$ cat src/rtl/reg_bank_sequencer.sv
// Register-bank sequencer: drives REG Load/Input/Save strobes for one op
// at a time, handshaking the ALU through exec_start/exec_done.
module reg_bank_sequencer #(
  parameter int NUM_REGS     = 6,
  parameter int SEL_W        = 3,
  parameter int EXEC_TIMEOUT = 15
) (
  input  logic                clk,
  input  logic                rst,
  input  logic                op_valid,
  output logic                op_ready,
  input  logic [SEL_W-1:0]    op_src1,
  input  logic [SEL_W-1:0]    op_src2,
  input  logic [SEL_W-1:0]    op_dst,
  input  logic                op_wb_en,
  output logic                exec_start,
  input  logic                exec_done,
  output logic [NUM_REGS-1:0] reg_load,
  output logic [NUM_REGS-1:0] reg_input,
  output logic [NUM_REGS-1:0] reg_save,
  output logic                busy,
  output logic                timeout,
  output logic                sel_err
);

  typedef enum logic [1:0] {
    IDLE,
    READ,
    EXEC,
    WB
  } state_t;

  localparam logic [SEL_W:0] NR    = (SEL_W+1)'(NUM_REGS);
  localparam logic [7:0]     TLAST = 8'(EXEC_TIMEOUT - 1);

  state_t           state;
  logic [SEL_W-1:0] src1_q;
  logic [SEL_W-1:0] src2_q;
  logic [SEL_W-1:0] dst_q;
  logic             wb_q;
  logic [7:0]       cnt;

  // Out-of-range indices decode to all-zero (external source/sink).
  function automatic logic [NUM_REGS-1:0] dec(
    input logic [SEL_W-1:0] i
  );
    logic [NUM_REGS-1:0] d;
    d = '0;
    for (int k = 0; k < NUM_REGS; k++)
      if ({1'b0, i} == (SEL_W+1)'(k))
        d[k] = 1'b1;
    return d;
  endfunction

  function automatic logic oor(
    input logic [SEL_W-1:0] i
  );
    return {1'b0, i} >= NR;
  endfunction

  always_ff @(posedge clk or posedge rst) begin
    if (rst) begin
      state      <= IDLE;
      src1_q     <= '0;
      src2_q     <= '0;
      dst_q      <= '0;
      wb_q       <= 1'b0;
      cnt        <= '0;
      op_ready   <= 1'b1;
      exec_start <= 1'b0;
      reg_load   <= '0;
      reg_input  <= '0;
      reg_save   <= '0;
      busy       <= 1'b0;
      timeout    <= 1'b0;
      sel_err    <= 1'b0;
    end else begin
      exec_start <= 1'b0;
      timeout    <= 1'b0;
      unique case (state)
        IDLE: begin
          if (op_valid && op_ready) begin
            state     <= READ;
            src1_q    <= op_src1;
            src2_q    <= op_src2;
            dst_q     <= op_dst;
            wb_q      <= op_wb_en;
            op_ready  <= 1'b0;
            busy      <= 1'b1;
            reg_load  <= dec(op_src1);
            reg_input <= dec(op_src2);
            if (oor(op_src1) || oor(op_src2) ||
                (op_wb_en && oor(op_dst)))
              sel_err <= 1'b1;
          end
        end
        READ: begin
          state      <= EXEC;
          exec_start <= 1'b1;
          cnt        <= '0;
        end
        EXEC: begin
          cnt <= cnt + 8'd1;
          if (exec_done) begin
            if (wb_q) begin
              state    <= WB;
              reg_save <= dec(dst_q);
            end else begin
              state     <= IDLE;
              op_ready  <= 1'b1;
              busy      <= 1'b0;
              reg_load  <= '0;
              reg_input <= '0;
            end
          end else if (cnt == TLAST) begin
            state     <= IDLE;
            timeout   <= 1'b1;
            op_ready  <= 1'b1;
            busy      <= 1'b0;
            reg_load  <= '0;
            reg_input <= '0;
          end
        end
        WB: begin
          state     <= IDLE;
          reg_save  <= '0;
          op_ready  <= 1'b1;
          busy      <= 1'b0;
          reg_load  <= '0;
          reg_input <= '0;
        end
      endcase
    end
  end

endmodule

$ cat config.mk
export PLATFORM = sky130hd
export DESIGN_NAME = reg_bank_sequencer
export DESIGN_NICKNAME = d
export VERILOG_FILES = /design/src/rtl/reg_bank_sequencer.sv
export SDC_FILE = /design/constraint.sdc
export NUM_CORES = 1
export LEC_CHECK = 0
export CAP_MARGIN = 20
export CORE_ASPECT_RATIO = 1.25
export CORE_MARGIN = 4
export CORE_UTILIZATION = 50
export DETAILED_ROUTE_END_ITERATION = 10
export GPL_ROUTABILITY_DRIVEN = 0
export PLACE_DENSITY = 0.88
export SLEW_MARGIN = 20
export SYNTH_ARGS = -nofsm -noshare
export SYNTH_HDL_FRONTEND = slang
export SYNTH_SLANG_ARGS = --single-unit
$ cat constraint.sdc
create_clock -name clk -period 2.1 [get_ports clk]
set_clock_uncertainty 0.05 [all_clocks]
set_input_delay 0.42 -clock clk [delete_from_list [all_inputs] [get_ports clk]]
set_output_delay 0.42 -clock clk [all_outputs]
set_load 0.02 [all_outputs]
==> results of run 1 <==
[power by group through the flow]
| stage | Combinational, uW | Sequential (uW) | Clock, uW |
|---|---|---|---|
| after floorplan | 986 | 1350 | 0 |
| after global placement | 1710 | 1160 | 0 |
| after detailed placement | 1750 | 1170 | 0 |
| after CTS | 1750 | 1160 | 504 |
| after global routing | 1870 | 1200 | 540 |
| final | 1740 | 1160 | 494 |
[logic make-up (layout without fill, tap and decap cells)]
logic type	after synthesis	in the layout	share of synthesized area
muxes	18	18	0.127
DFF	37	37	0.491
buffers and inverters	20	65	0.0484
AOI/OAI and AO/OA	27	27	0.0901
and+or+nand+nor	61	61	0.194
adders and majority gates	6	6	0.0398
xor gates and xnor gates	2	2	0.00928
[how the worst max path moves through the flow]
stage                                    endpoint  slack [ns]  cells after the start
after floorplan                  busy$_DFFE_PP0P_        0.33                      7
after global placement    reg_load[1]$_DFFE_PP0P_        0.08                      5
after detailed placement  reg_load[1]$_DFFE_PP0P_        0.06                      5
after CTS                                op_ready        0.16                      1
after global routing      reg_load[5]$_DFFE_PP0P_        0.02                      6
final                     reg_load[0]$_DFFE_PP0P_        0.16                      6
[metal layers]
metal	up-vias	GRT usage	wire length, um
met4	0	0.0861	59
met5	-	0	0
met3	4	0.0439	154
li1	688	-	-
met2	31	0.288	1890
met1	672	0.204	1690
[flip-flops by register name, summed over array words and instances, names as in the netlist]
register,cells
sel_err,1
reg_load,6
reg_save,6
exec_start,1
busy,1
reg_input,6
cnt,8
dst_q,3
op_ready,1
state,2
timeout,1
wb_q,1
[synth_stat cells, drive strengths merged]
| master | instances | area share |
|---|---|---|
| o21bai | 1 | 0.0040 |
| nor2 | 11 | 0.022 |
| nand4b | 3 | 0.014 |
| nor3b | 6 | 0.030 |
| ha | 6 | 0.040 |
| and2 | 1 | 0.0033 |
| nand4 | 3 | 0.0099 |
| clkbuf | 4 | 0.0079 |
| mux2 | 18 | 0.13 |
| or3 | 1 | 0.0033 |
| nor3 | 6 | 0.016 |
| xnor2 | 2 | 0.0093 |
| buf | 1 | 0.011 |
| nand3b | 2 | 0.0079 |
| nor4bb | 1 | 0.0053 |
| a21boi | 1 | 0.0040 |
| o22ai | 3 | 0.0099 |
| and3 | 2 | 0.0066 |
| dfrtp | 36 | 0.48 |
| a31oi | 4 | 0.013 |
| nand3 | 5 | 0.013 |
| nand2b | 1 | 0.0033 |
| and4b | 1 | 0.0053 |
| o21a | 1 | 0.0040 |
| nor2b | 1 | 0.0033 |
| nand2 | 13 | 0.030 |
| nor4 | 4 | 0.021 |
| inv | 15 | 0.030 |
| a22o | 1 | 0.0046 |
| a21o | 1 | 0.0040 |
| a31o | 1 | 0.0093 |
| a21oi | 4 | 0.011 |
| dfstp | 1 | 0.014 |
| o21ai | 10 | 0.027 |
[through the flow]
step                instances   util  hold WS, ns  setup slack, ns  total power [uW]
floorplan                 171      -        0.429            0.334              2340
global placement          247  0.646        0.408           0.0841              2870
detailed placement        247  0.646        0.415           0.0564              2920
CTS                       255  0.670        0.436            0.157              3410
global route              255  0.670        0.462           0.0199              3610
finish                    255  0.670        0.433            0.155              3390
[worst max-delay path, delay by kind of cell (launching register included)]
kind            cells  cell delay (ns)
buf+inv             1             0.12
compound gates      1             0.25
flops               1             0.43
mux                 1             0.37
fa+ha+maj           1             0.28
simple gates        2             0.34
[cells in the final DEF (no fill, tap or decap), types with 2 or more instances in the layout]
master           Yosys  final
clkdlybuf4s50_1      0     36
a31oi_1              4      4
nor4_1               3      3
and3_1               2      2
a21oi_1              4      4
o22ai_1              3      3
nand4_1              3      3
nor2_1              11     11
inv_1               15     15
dfrtp_1             36     36
buf_4                0      6
nor3b_1              5      5
clkinv_2             0      2
clkbuf_8             0      5
nand3_1              5      5
nand4b_1             3      3
o21ai_0             10     10
nand3b_1             2      2
nor3_1               6      6
nand2_1             12     12
mux2_4              10     10
ha_1                 6      6
mux2_2               8      8
xnor2_1              2      2
[cell type report]
| class | count | area (sq um) | area share |
|---|---|---|---|
| Clock inverter | 3 | 17.5 | 0.00732 |
| Inverter | 15 | 56.3 | 0.0235 |
| Sequential cell | 37 | 927 | 0.387 |
| Clock buffer | 5 | 68.8 | 0.0288 |
| Tap cell | 39 | 48.8 | 0.0204 |
| Timing Repair Buffer | 42 | 405 | 0.169 |
| Multi-Input combinational cell | 114 | 870 | 0.363 |
==> metrics, run 1 <==
Cell Area, Synth around 1900 sq um; Crit. End Element register; critical path's largest stage delay 0.43 ns; nets@finish between 200 and 250; internal power about 2100 uW; total negative slack 0 ns; Crit. Startpoint state[0]$_DFFE_PP0P_; DP Wirelength approximately 2900 um; Worst Max-Slew Pin Slew roughly 0.46 ns; clock tree buffer depth 2; VDD IR-drop max ~490 uV; Initial Util 0.528; sequential power share 0.341; Die ar. a little under 5000 sq um; worst hold-check path type reg2reg; layout cell share with drive strength beyond 1 0.171; Design Area, Final 2390 sq um; internal reg-to-reg setup slack around 0.16 ns; Final Hold Viols 0; CTS tree built; Top Ports 37; fin crit share 0.926; NetSw 1320 uW; Die X roughly 63 um; FF-to-FF path depth 6; endpoint of the worst register-to-register path reg_load[0]$_DFFE_PP0P_; gr usage total 0.173; combinational group share of total power 0.513; Critical R2R Launch state[0]$_DFFE_PP0P_; Slew Viols, Final 0; DR pass1 iterations 4; Worst-path clk slew ~0.08 ns; fillcell total approximately 270; Lkg Pwr ~0.0011 uW; pwr/cell area 1420 nW/um^2; Post-CTS Repair Setup Buffers 0; post-synthesis sequential area ratio 0.491; via count between 1,000 and 1,500; Syn Nets 191; Sw Share 0.391; vias in the first global route 1,411; max_cap viols 0; Starting DRT DRC Count between 80 and 90; Cell Chain, Critical Path inv_1 -> ha_1 -> nand2b_1 -> a31o_4 -> nand2_4 -> mux2_2; status completed; crit-path max FO 13; #FFs+latches synth 37; Overflow after GRT 0; number of port buffers 36; Mapped Cells between 150 and 200; Vias/cell 5.47; antenna violations before repair 0; placed cell area roughly 2300 sq um; cts hold-fix bufs 0; clock share of power 0.146; Ys Warns 0; CP required ~2.2 ns; Antenna diodes 0; Max transition margin 0.694; Netlist cell types 38; CP Data Arrival Time roughly 2.1 ns; Synth Area per Inst between 10 and 15 sq um; post-CTS sizing 0; detailed-route DRC error count 0; Cells on Worst Hold Path 1; Finish-stage setup viols 0; Tmin final 1.94 ns; # rows 24; average wire per standard cell approximately 15 um; Fmax achieved between 500 and 600 MHz; RSZ-0062 raised after global routing false; largest net degree at the start of global routing 38; TritonCTS buffer count 5; Crit Path Class reg2reg; CP Launch Type register; ANT nets after route 0; Die Ht around 77 um; first-pass GRT wire length 6540 um; worst hold start sel_err$_DFFE_PP0P_; core area roughly 3600 sq um; Post-Route WL around 3800 um; Root Driver clkbuf_8; Clk Latency, worst-skew pair 0.29 ns; post-synthesis to final-layout area growth 26.8%; Min-Delay Endpoint sel_err$_DFFE_PP0P_; CTS HTree Levels 2; worst-path cell with the longest stage delay dfrtp_1; clk sinks 37
No activity file was read; power rests on OpenSTA's default activity.
==> inputs of run 2 (changes only) <==
--- a/config.mk
+++ b/config.mk
@@ -8,10 +8,10 @@
 export CAP_MARGIN = 20
 export CORE_ASPECT_RATIO = 1.25
 export CORE_MARGIN = 4
-export CORE_UTILIZATION = 50
+export CORE_UTILIZATION = 30
 export DETAILED_ROUTE_END_ITERATION = 10
 export GPL_ROUTABILITY_DRIVEN = 0
-export PLACE_DENSITY = 0.88
+export PLACE_DENSITY = 0.61
 export SLEW_MARGIN = 20
 export SYNTH_ARGS = -nofsm -noshare
 export SYNTH_HDL_FRONTEND = slang
==> metrics, run 2 (same netlist as run 1, synthesis figures left out) <==
via count approximately 1,400; worst hold start sel_err$_DFFE_PP0P_; Initial Util 0.308; Min-Delay Endpoint sel_err$_DFFE_PP0P_; Antenna diodes 0; Overflow after GRT 0; Slew Viols, Final 0; crit-path max FO 13; combinational group share of total power 0.490; placed cell area ~2400 sq um; Starting DRT DRC Count between 50 and 60; gr usage total 0.109; ANT nets after route 0; vias in the first global route about 1,400; Power Total approximately 3500 uW; antenna violations before repair 0; core area between 6000 and 7000 sq um; RSZ-0062 raised after global routing false; Final Hold Viols 0; status completed; Die Ht around 97 um; clk sinks 37; slack of the critical path roughly 0.12 ns; Top Ports 37; Worst-path clk slew around 0.080 ns; clock tree buffer depth 2; number of port buffers 36; largest net degree at the start of global routing 38; layout cell share with drive strength beyond 1 0.171; Cells on Worst Hold Path 1; Sw Share 0.371; internal reg-to-reg setup slack between 0.1 and 0.15 ns; total negative slack 0 ns; Design Area, Final about 2500 sq um; Root Driver clkbuf_8; Lkg Pwr 0.00107 uW; max_cap viols 0; cts hold-fix bufs 0; fin crit share 0.942; Post-CTS Repair Setup Buffers 0; CP Launch Type register; detailed-route DRC error count 0; Finish-stage setup viols 0; Max transition margin 0.687; Place WS around 0.044 ns; max reg flops 8; CTS tree built; first-pass GRT wire length about 6600 um; final core area utilization 0.406; FF-to-FF path depth 6; clock share of power 0.183; CTS HTree Levels 2; endpoint of the worst register-to-register path reg_load[0]$_DFFE_PP0P_; internal power roughly 2200 uW; Worst Max-Slew Pin Slew roughly 0.47 ns; CP Data Arrival Time roughly 2.1 ns; pwr/cell area approximately 1400 nW/um^2; sequential power share 0.327; Tmin final between 1.5 and 2 ns; # rows 32; NetSw roughly 1300 uW; DR pass1 iterations 4; DP Wirelength 2820 um; worst hold-check path type reg2reg; VDD IR-drop max 429 uV; Crit Path Class reg2reg; TritonCTS buffer count 5; Die X 79.0 um; Fmax achieved 505 MHz; post-synthesis to final-layout area growth 31.6%; Vias/cell ~4.6; Reg with most FFs cnt; Clk Latency, worst-skew pair ~0.29 ns; CP required between 2 and 2.5 ns; Critical R2R Launch state[0]$_DFFE_PP0P_; Crit. End Element register; most frequent cells in the layout dfrtp_1, clkdlybuf4s50_1, inv_1; average wire per standard cell ~13 um; post-CTS sizing 0; Post-Route WL 3810 um; Die ar. about 7600 sq um; nets@finish ~240
run 2: layout make-up:
class / instances / area (sq um)
clock inverters: 2 / 37.5
fillers: 619 / 3640
flip-flops and latches: 37 / 927
repair buffers: 42 / 405
inverters: 15 / 56.3
clock buffers: 6 / 82.6
well taps: 85 / 106
multi-input cells: 114 / 870
run 2: critical path, stage by stage (launching register included):
cell      delay [ns]
dfrtp_1         0.41
inv_1           0.12
ha_1            0.32
nand2b_1        0.15
a31o_4          0.25
nand2_4         0.20
mux2_2          0.36
run 2: power by group through the flow:
stage | sequential (uW) | clock [uW] | combinational, uW
5_1_grt | 1200 | 697 | 1880
3_3_place_gp | 1170 | 0 | 1730
2_1_floorplan | 1350 | 0 | 986
6_report | 1160 | 647 | 1730
3_5_place_dp | 1170 | 0 | 1750
4_1_cts | 1160 | 670 | 1750
run 2: worst max-delay path by stage:
stage / from / endpoint / slack (ns) / depth (start not counted)
floorplan: state[0]$_DFFE_PP0P_ / busy$_DFFE_PP0P_ / 0.33 / 7
global placement: exec_done / reg_load[2]$_DFFE_PP0P_ / 0.06 / 5
detailed placement: exec_done / reg_load[2]$_DFFE_PP0P_ / 0.04 / 5
CTS: state[0]$_DFFE_PP0P_ / reg_load[2]$_DFFE_PP0P_ / 0.12 / 6
global route: state[0]$_DFFE_PP0P_ / reg_load[0]$_DFFE_PP0P_ / 0.02 / 6
finish: state[0]$_DFFE_PP0P_ / reg_load[0]$_DFFE_PP0P_ / 0.12 / 6
run 2: per-layer routing:
layer	part of all wire	wire length, um	GRT usage
met3	0.046	174	0.0317
met2	0.50	1890	0.175
met5	0	0	0
met1	0.45	1700	0.137
met4	0.011	42	0.0437
run 2: metrics by stage:
step | cells | hold WS (ns)
detailed placement | 293 | 0.434
CTS | 301 | 0.462
global route | 301 | 0.489
finish | 301 | 0.451
global placement | 293 | 0.416
floorplan | 171 | 0.429
